$ cat config.mk
export PLATFORM = sky130hd
export DESIGN_NAME = tv80_bus_bridge
export DESIGN_NICKNAME = d
export VERILOG_FILES = /design/src/rtl/tv80_bus_bridge.sv
export SDC_FILE = /design/constraint.sdc
export NUM_CORES = 1
export LEC_CHECK = 0
export ABC_AREA = 1
export CORE_ASPECT_RATIO = 2
export CORE_MARGIN = 3
export CORE_UTILIZATION = 41
export DETAILED_ROUTE_END_ITERATION = 6
export PLACE_DENSITY = 0.78
export SYNTH_ARGS = -nofsm -noshare
export SYNTH_HDL_FRONTEND = slang
export SYNTH_SLANG_ARGS = --single-unit
$ cat constraint.sdc
create_clock -name clk -period 1.8 [get_ports clk]
set_input_delay 0.27 -clock clk [delete_from_list [all_inputs] [get_ports clk]]
set_output_delay 0.27 -clock clk [all_outputs]
set_load 0.02 [all_outputs]
$ cat src/rtl/tv80_bus_bridge.sv
// tv80_bus_bridge
//   Turns TV80 (Z80-style) bus strobes into one outstanding req/ack transaction
//   for a memory/IO backend and returns read data to the CPU on di.
//   The CPU is stretched through wait_n until the access completes.
//   INTA cycles are answered locally with INT_VECTOR. Refresh cycles are ignored.
//   Optional watchdog: define TV80_BRIDGE_TIMEOUT_EN to force completion after TIMEOUT cycles.
module tv80_bus_bridge #(
  parameter int unsigned MIN_WAIT   = 2,
  parameter logic [7:0]  INT_VECTOR = 8'hFF,
  parameter int unsigned TIMEOUT    = 64
) (
  input  logic        clk,
  input  logic        reset_n,
  input  logic [15:0] A,
  input  logic [7:0]  cpu_do,
  input  logic        m1_n,
  input  logic        mreq_n,
  input  logic        iorq_n,
  input  logic        rd_n,
  input  logic        wr_n,
  input  logic        rfsh_n,
  output logic [7:0]  di,
  output logic        wait_n,
  output logic        req,
  output logic        we,
  output logic        io,
  output logic [15:0] addr,
  output logic [7:0]  wdata,
  input  logic        ack,
  input  logic [7:0]  rdata,
  output logic        busy,
  output logic        err
);

  if (MIN_WAIT > 15 || TIMEOUT < 1) begin : g_param_check
    $error("tv80_bus_bridge: MIN_WAIT must be 0..15 and TIMEOUT at least 1");
  end

  typedef enum logic [2:0] {S_IDLE, S_REQ, S_INTA, S_DONE, S_HOLD} state_t;

  localparam logic [4:0] MIN_WAIT_W = 5'(MIN_WAIT);

  state_t      state_q, state_d;
  logic        req_q, req_d;
  logic        we_q, we_d;
  logic        io_q, io_d;
  logic        done_q, done_d;
  logic [15:0] addr_q, addr_d;
  logic [7:0]  wdata_q, wdata_d;
  logic [7:0]  di_q, di_d;
  logic [3:0]  wcnt_q, wcnt_d, wcnt_inc;
  logic        strobe, inta, min_met;

  // A refresh cycle never counts as an access, even if a data strobe is low.
  assign strobe   = (~mreq_n | ~iorq_n) & (~rd_n | ~wr_n) & rfsh_n;
  assign inta     = ~m1_n & ~iorq_n;
  // Half-cycle path: strobes move on negedge, the CPU samples wait_n on posedge.
  assign wait_n   = ~((strobe | inta) & ~done_q);
  assign wcnt_inc = (wcnt_q == 4'd15) ? 4'd15 : wcnt_q + 4'd1;
  // True when the cycle now ending brings the access up to MIN_WAIT cycles.
  assign min_met  = ({1'b0, wcnt_q} + 5'd1) >= MIN_WAIT_W;

  assign req   = req_q;
  assign we    = we_q;
  assign io    = io_q;
  assign addr  = addr_q;
  assign wdata = wdata_q;
  assign di    = di_q;
  assign busy  = (state_q != S_IDLE);

`ifdef TV80_BRIDGE_TIMEOUT_EN
  localparam int TCW = $clog2(TIMEOUT + 1);
  logic [TCW-1:0] tcnt_q, tcnt_d;
  logic           err_q, err_d;
  logic           tmo;
  assign tmo = (tcnt_q == TCW'(TIMEOUT - 1));
  assign err = err_q;
`else
  assign err = 1'b0;
`endif

  // State and datapath registers; everything returns to its idle value on reset.
  always_ff @(posedge clk) begin
    if (!reset_n) begin
      state_q <= S_IDLE;
      req_q   <= 1'b0;
      we_q    <= 1'b0;
      io_q    <= 1'b0;
      done_q  <= 1'b0;
      addr_q  <= 16'h0000;
      wdata_q <= 8'h00;
      di_q    <= 8'hFF;
      wcnt_q  <= 4'd0;
`ifdef TV80_BRIDGE_TIMEOUT_EN
      tcnt_q  <= '0;
      err_q   <= 1'b0;
`endif
    end else begin
      state_q <= state_d;
      req_q   <= req_d;
      we_q    <= we_d;
      io_q    <= io_d;
      done_q  <= done_d;
      addr_q  <= addr_d;
      wdata_q <= wdata_d;
      di_q    <= di_d;
      wcnt_q  <= wcnt_d;
`ifdef TV80_BRIDGE_TIMEOUT_EN
      tcnt_q  <= tcnt_d;
      err_q   <= err_d;
`endif
    end
  end

  // Next-state logic: accept from IDLE, wait for ack or MIN_WAIT, hold done until strobes drop.
  always_comb begin
    state_d = state_q;
    req_d   = req_q;
    we_d    = we_q;
    io_d    = io_q;
    done_d  = done_q;
    addr_d  = addr_q;
    wdata_d = wdata_q;
    di_d    = di_q;
    wcnt_d  = wcnt_q;
`ifdef TV80_BRIDGE_TIMEOUT_EN
    tcnt_d  = tcnt_q;
    err_d   = err_q;
`endif
    case (state_q)
      S_IDLE: begin
        if (inta) begin
          wcnt_d  = 4'd0;
          state_d = S_INTA;
        end else if (strobe) begin
          addr_d  = A;
          wdata_d = cpu_do;
          we_d    = ~wr_n;
          io_d    = ~iorq_n;
          req_d   = 1'b1;
          wcnt_d  = 4'd0;
`ifdef TV80_BRIDGE_TIMEOUT_EN
          tcnt_d  = '0;
`endif
          state_d = S_REQ;
        end
      end
      S_REQ: begin
        wcnt_d = wcnt_inc;
`ifdef TV80_BRIDGE_TIMEOUT_EN
        tcnt_d = tcnt_q + TCW'(1);
`endif
        if (ack) begin
          req_d = 1'b0;
          if (!we_q) di_d = rdata;
          state_d = S_DONE;
        end
`ifdef TV80_BRIDGE_TIMEOUT_EN
        else if (tmo) begin
          req_d = 1'b0;
          if (!we_q) di_d = 8'hFF;
          err_d   = 1'b1;
          state_d = S_DONE;
        end
`endif
        else if (!strobe) begin
          // CPU abandoned the access; a late ack will land in IDLE and be ignored.
          req_d   = 1'b0;
          state_d = S_IDLE;
        end
      end
      S_INTA: begin
        wcnt_d = wcnt_inc;
        if (min_met) begin
          di_d    = INT_VECTOR;
          done_d  = 1'b1;
          state_d = S_HOLD;
        end
      end
      S_DONE: begin
        wcnt_d = wcnt_inc;
        if (min_met) begin
          done_d  = 1'b1;
          state_d = S_HOLD;
        end
      end
      S_HOLD: begin
        if (!strobe && !inta) begin
          done_d  = 1'b0;
          state_d = S_IDLE;
        end
      end
      default: state_d = S_IDLE;
    endcase
  end

endmodule

==> results of run 1 <==
## worst paths after layout
kind             start      to  slack [ns]  cells after the start
min reg2reg     done_q  done_q        0.47                      2
min             done_q  done_q        0.47                      2
max          wcnt_q[0]   di[2]        0.11                      9
max reg2reg  wcnt_q[0]   di[2]        0.11                      9
## registers in the layout, indices dropped and copies added (netlist names)
register	cells
addr	16
di	8
wdata	8
wcnt_q	4
state_q	3
done_q	1
io	1
req	1
we	1
## worst max-delay path, delay by kind of cell (launching register included)
kind,cells,cell delay [ns]
fa+ha+maj,1,0.29
flops,1,0.36
simple gates,6,0.79
compound gates,1,0.10
buf+inv,1,0.04
## per-stage QoR
stage / setup WS, ns / setup TNS [ns]
2_1_floorplan: 0.151 / 0
3_3_place_gp: -0.0785 / -0.0811
3_5_place_dp: -0.108 / -0.833
4_1_cts: 0.0706 / 0
5_1_grt: -0.00399 / -0.00475
6_report: 0.106 / 0
## where the power goes
group / total [mW] / switching, mW / internal (mW) / leakage (nW)
logic: 1.52 / 0.830 / 0.691 / 0.817
clock network: 0.601 / 0.331 / 0.270 / 0.0402
registers: 1.30 / 0.132 / 1.16 / 0.352
total: 3.42 / 1.29 / 2.13 / 1.21
## cell type report
cell class,instances,area share
clock buffer,5,0.0249
sequential,43,0.312
clock inverter,3,0.00724
multi-input combinational,169,0.297
inverter,15,0.0204
timing repair buffer,89,0.315
tap,52,0.0235
## routing by layer
metal	GRT usage	vias up
met4	0.0689	0
met3	0.0371	8
met5	0	-
met2	0.361	50
met1	0.205	811
li1	-	946
## repair_timing
action,CTS,global route
gates resized for setup,3,1
buffers inserted,0,0
endpoints found under the hold margin,0,0
endpoints found under the setup margin,2,8
gates cloned,0,0
## cells by family (layout without fill, tap and decap cells)
kind of cell / Yosys count / after routing / synth area share
and+or+nand+nor: 116 / 116 / 0.296
AOI/OAI and AO/OA: 50 / 50 / 0.141
DFF: 43 / 43 / 0.476
buffers and inverters: 26 / 112 / 0.0706
adders and majority gates: 2 / 2 / 0.0138
other: 1 / 1 / 0.00208
## cell usage in the layout, fill, tap and decap left out, types with 5 or more instances in the layout
master | synthesis | final
sky130_fd_sc_hd__clkbuf_8 | 0 | 5
sky130_fd_sc_hd__nor2_1 | 56 | 55
sky130_fd_sc_hd__inv_1 | 13 | 13
sky130_fd_sc_hd__buf_4 | 1 | 11
sky130_fd_sc_hd__dfxtp_1 | 43 | 42
sky130_fd_sc_hd__a21oi_1 | 9 | 9
sky130_fd_sc_hd__clkdlybuf4s50_1 | 0 | 75
sky130_fd_sc_hd__nand2_1 | 23 | 23
sky130_fd_sc_hd__o21ai_0 | 27 | 27
sky130_fd_sc_hd__o21ai_1 | 12 | 12
sky130_fd_sc_hd__nand3_1 | 24 | 24
==> run metrics, run 1 <==
Setup Crit Path Kind reg -> reg; final core utilization 0.663; Max Buffers Root-to-Sink 2; run status finished clean; GR Overflow Total 0; Design Power 3.42 mW; via density per instance 4.83; routability cong. 0.890; Die Y 99.9 µm; Post-Syn Area 0.00181 mm²; Antenna Diode Count 0; Synth Flop Type sky130_fd_sc_hd__dfxtp_1; highest clock frequency the design can meet 590 MHz; Peak VDD IR 0.000815 V; Vias 1815; via count of the first global-routing pass 1695; drt drc 0; Net Count, Synth 281; post-DR wirelength/cell 12.5 µm; clock latency reported for the late side of the worst-skew pair 0.29 ns; ys async rst share 0; iteration count of the initial detailed-routing pass 4; Critical Path Start Type flip-flop; final count of negative-setup-slack endpoints 0; routed length on met2 2630 µm; placement row count 33; clock transition at the registers of the reported paths 0.08 ns; setup repair after global routing missed its margin true; violation count after the first detailed-routing iteration 30; post-detailed-routing wire length 4710 µm; part of the Yosys area used for sequential elements 0.476; post-layout instance area 0.00276 mm²; Data required, critical path 1.97 ns; master cell of the clock root buffer sky130_fd_sc_hd__clkbuf_8; smallest hold slack 0.472 ns; cells traversed along the worst timing path ha_1 > inv_1 > or2_2 > nor2_2 > nand2_1 > nand2_2 > nand2_4 > o21ai_1 > nand3_1; Layout Cells excl Fill 376; routed length on met3 211 µm; count of flip-flops with a built-in enable after synthesis 0; layout cells sized above 1 0.105; Arrival @ worst endpoint 1.87 ns; TritonCTS buffer count 5; list of most frequent post-synthesis cells sky130_fd_sc_hd__nor2_1 (56), sky130_fd_sc_hd__dfxtp_1 (43), sky130_fd_sc_hd__o21ai_0 (27); most area-consuming cells after synthesis sky130_fd_sc_hd__dfxtp_1 (48%), sky130_fd_sc_hd__nor2_1 (12%), sky130_fd_sc_hd__o21ai_0 (7.5%); DRT met1 WL 1770 µm; Core Area 0.00417 mm²; flip-flop and latch count after synthesis 43; CP Capture Type flip-flop; maximum number of pins on one net before global-route repair 39; die area 0.00529 mm²; top routing layer in use met4; TritonCTS Sinks 43; Hold-fix buffers, CTS 0; first-pass GRT wire length 7790 µm; Post-layout nets 366; fraction of the cycle the final worst path needs 0.941; total power per unit cell area 1240 mW/mm²; library cells used by synthesis 27; delay of the slowest cell on the worst path 0.36 ns; cell with the largest stage delay on the worst path sky130_fd_sc_hd__dfxtp_1; Max Clock Skew 0.00550 ns; cell taking the most area after synthesis sky130_fd_sc_hd__dfxtp_1; effective utilization at floorplan 0.433; yosys synthesis warning count 0; combined global-route utilization of all metal layers 0.194; number of max-cap violations 0; htree depth 2; number of antenna violations at the first check in global routing 0; count of buffers inserted at the top-level ports 77; Placed Instance Area 0.00267 mm²; floorplan die width 52.9 µm; post-synthesis instance total 238; minimum clock period after layout 1.69 ns; worst-path maximum fanout 8; flip-flop and latch area 862 µm²; most numerous cell in the Yosys netlist sky130_fd_sc_hd__nor2_1; kind of path behind the tightest hold check reg -> reg; area growth from synthesis to final layout 53.0%; Slew Limit Fails 0; Placed Cells incl. Taps 368; number of antenna-violating nets in the routed design 0; area used by multi-input combinational logic 821 µm²; hold violation total from the final report 0; Static Leakage 1.21 nW; TritonCTS clock tree built; half-perimeter wire length of the detailed placement result 3590 µm; top cell type's share of synthesized area 0.476; number of top-level pins 79; post-synthesis area per instance 7.59 µm²; number of filler instances in the final layout 382
Power figures use the tool's default switching activity.
==> inputs of run 2 (changes only) <==
--- a/config.mk
+++ b/config.mk
@@ -11,6 +11,7 @@
 export CORE_UTILIZATION = 41
 export DETAILED_ROUTE_END_ITERATION = 6
 export PLACE_DENSITY = 0.78
+export SLEW_MARGIN = 20
 export SYNTH_ARGS = -nofsm -noshare
 export SYNTH_HDL_FRONTEND = slang
 export SYNTH_SLANG_ARGS = --single-unit
==> results of run 2 <==
The final DEF is identical to that of run 1; final timing and power are the same.
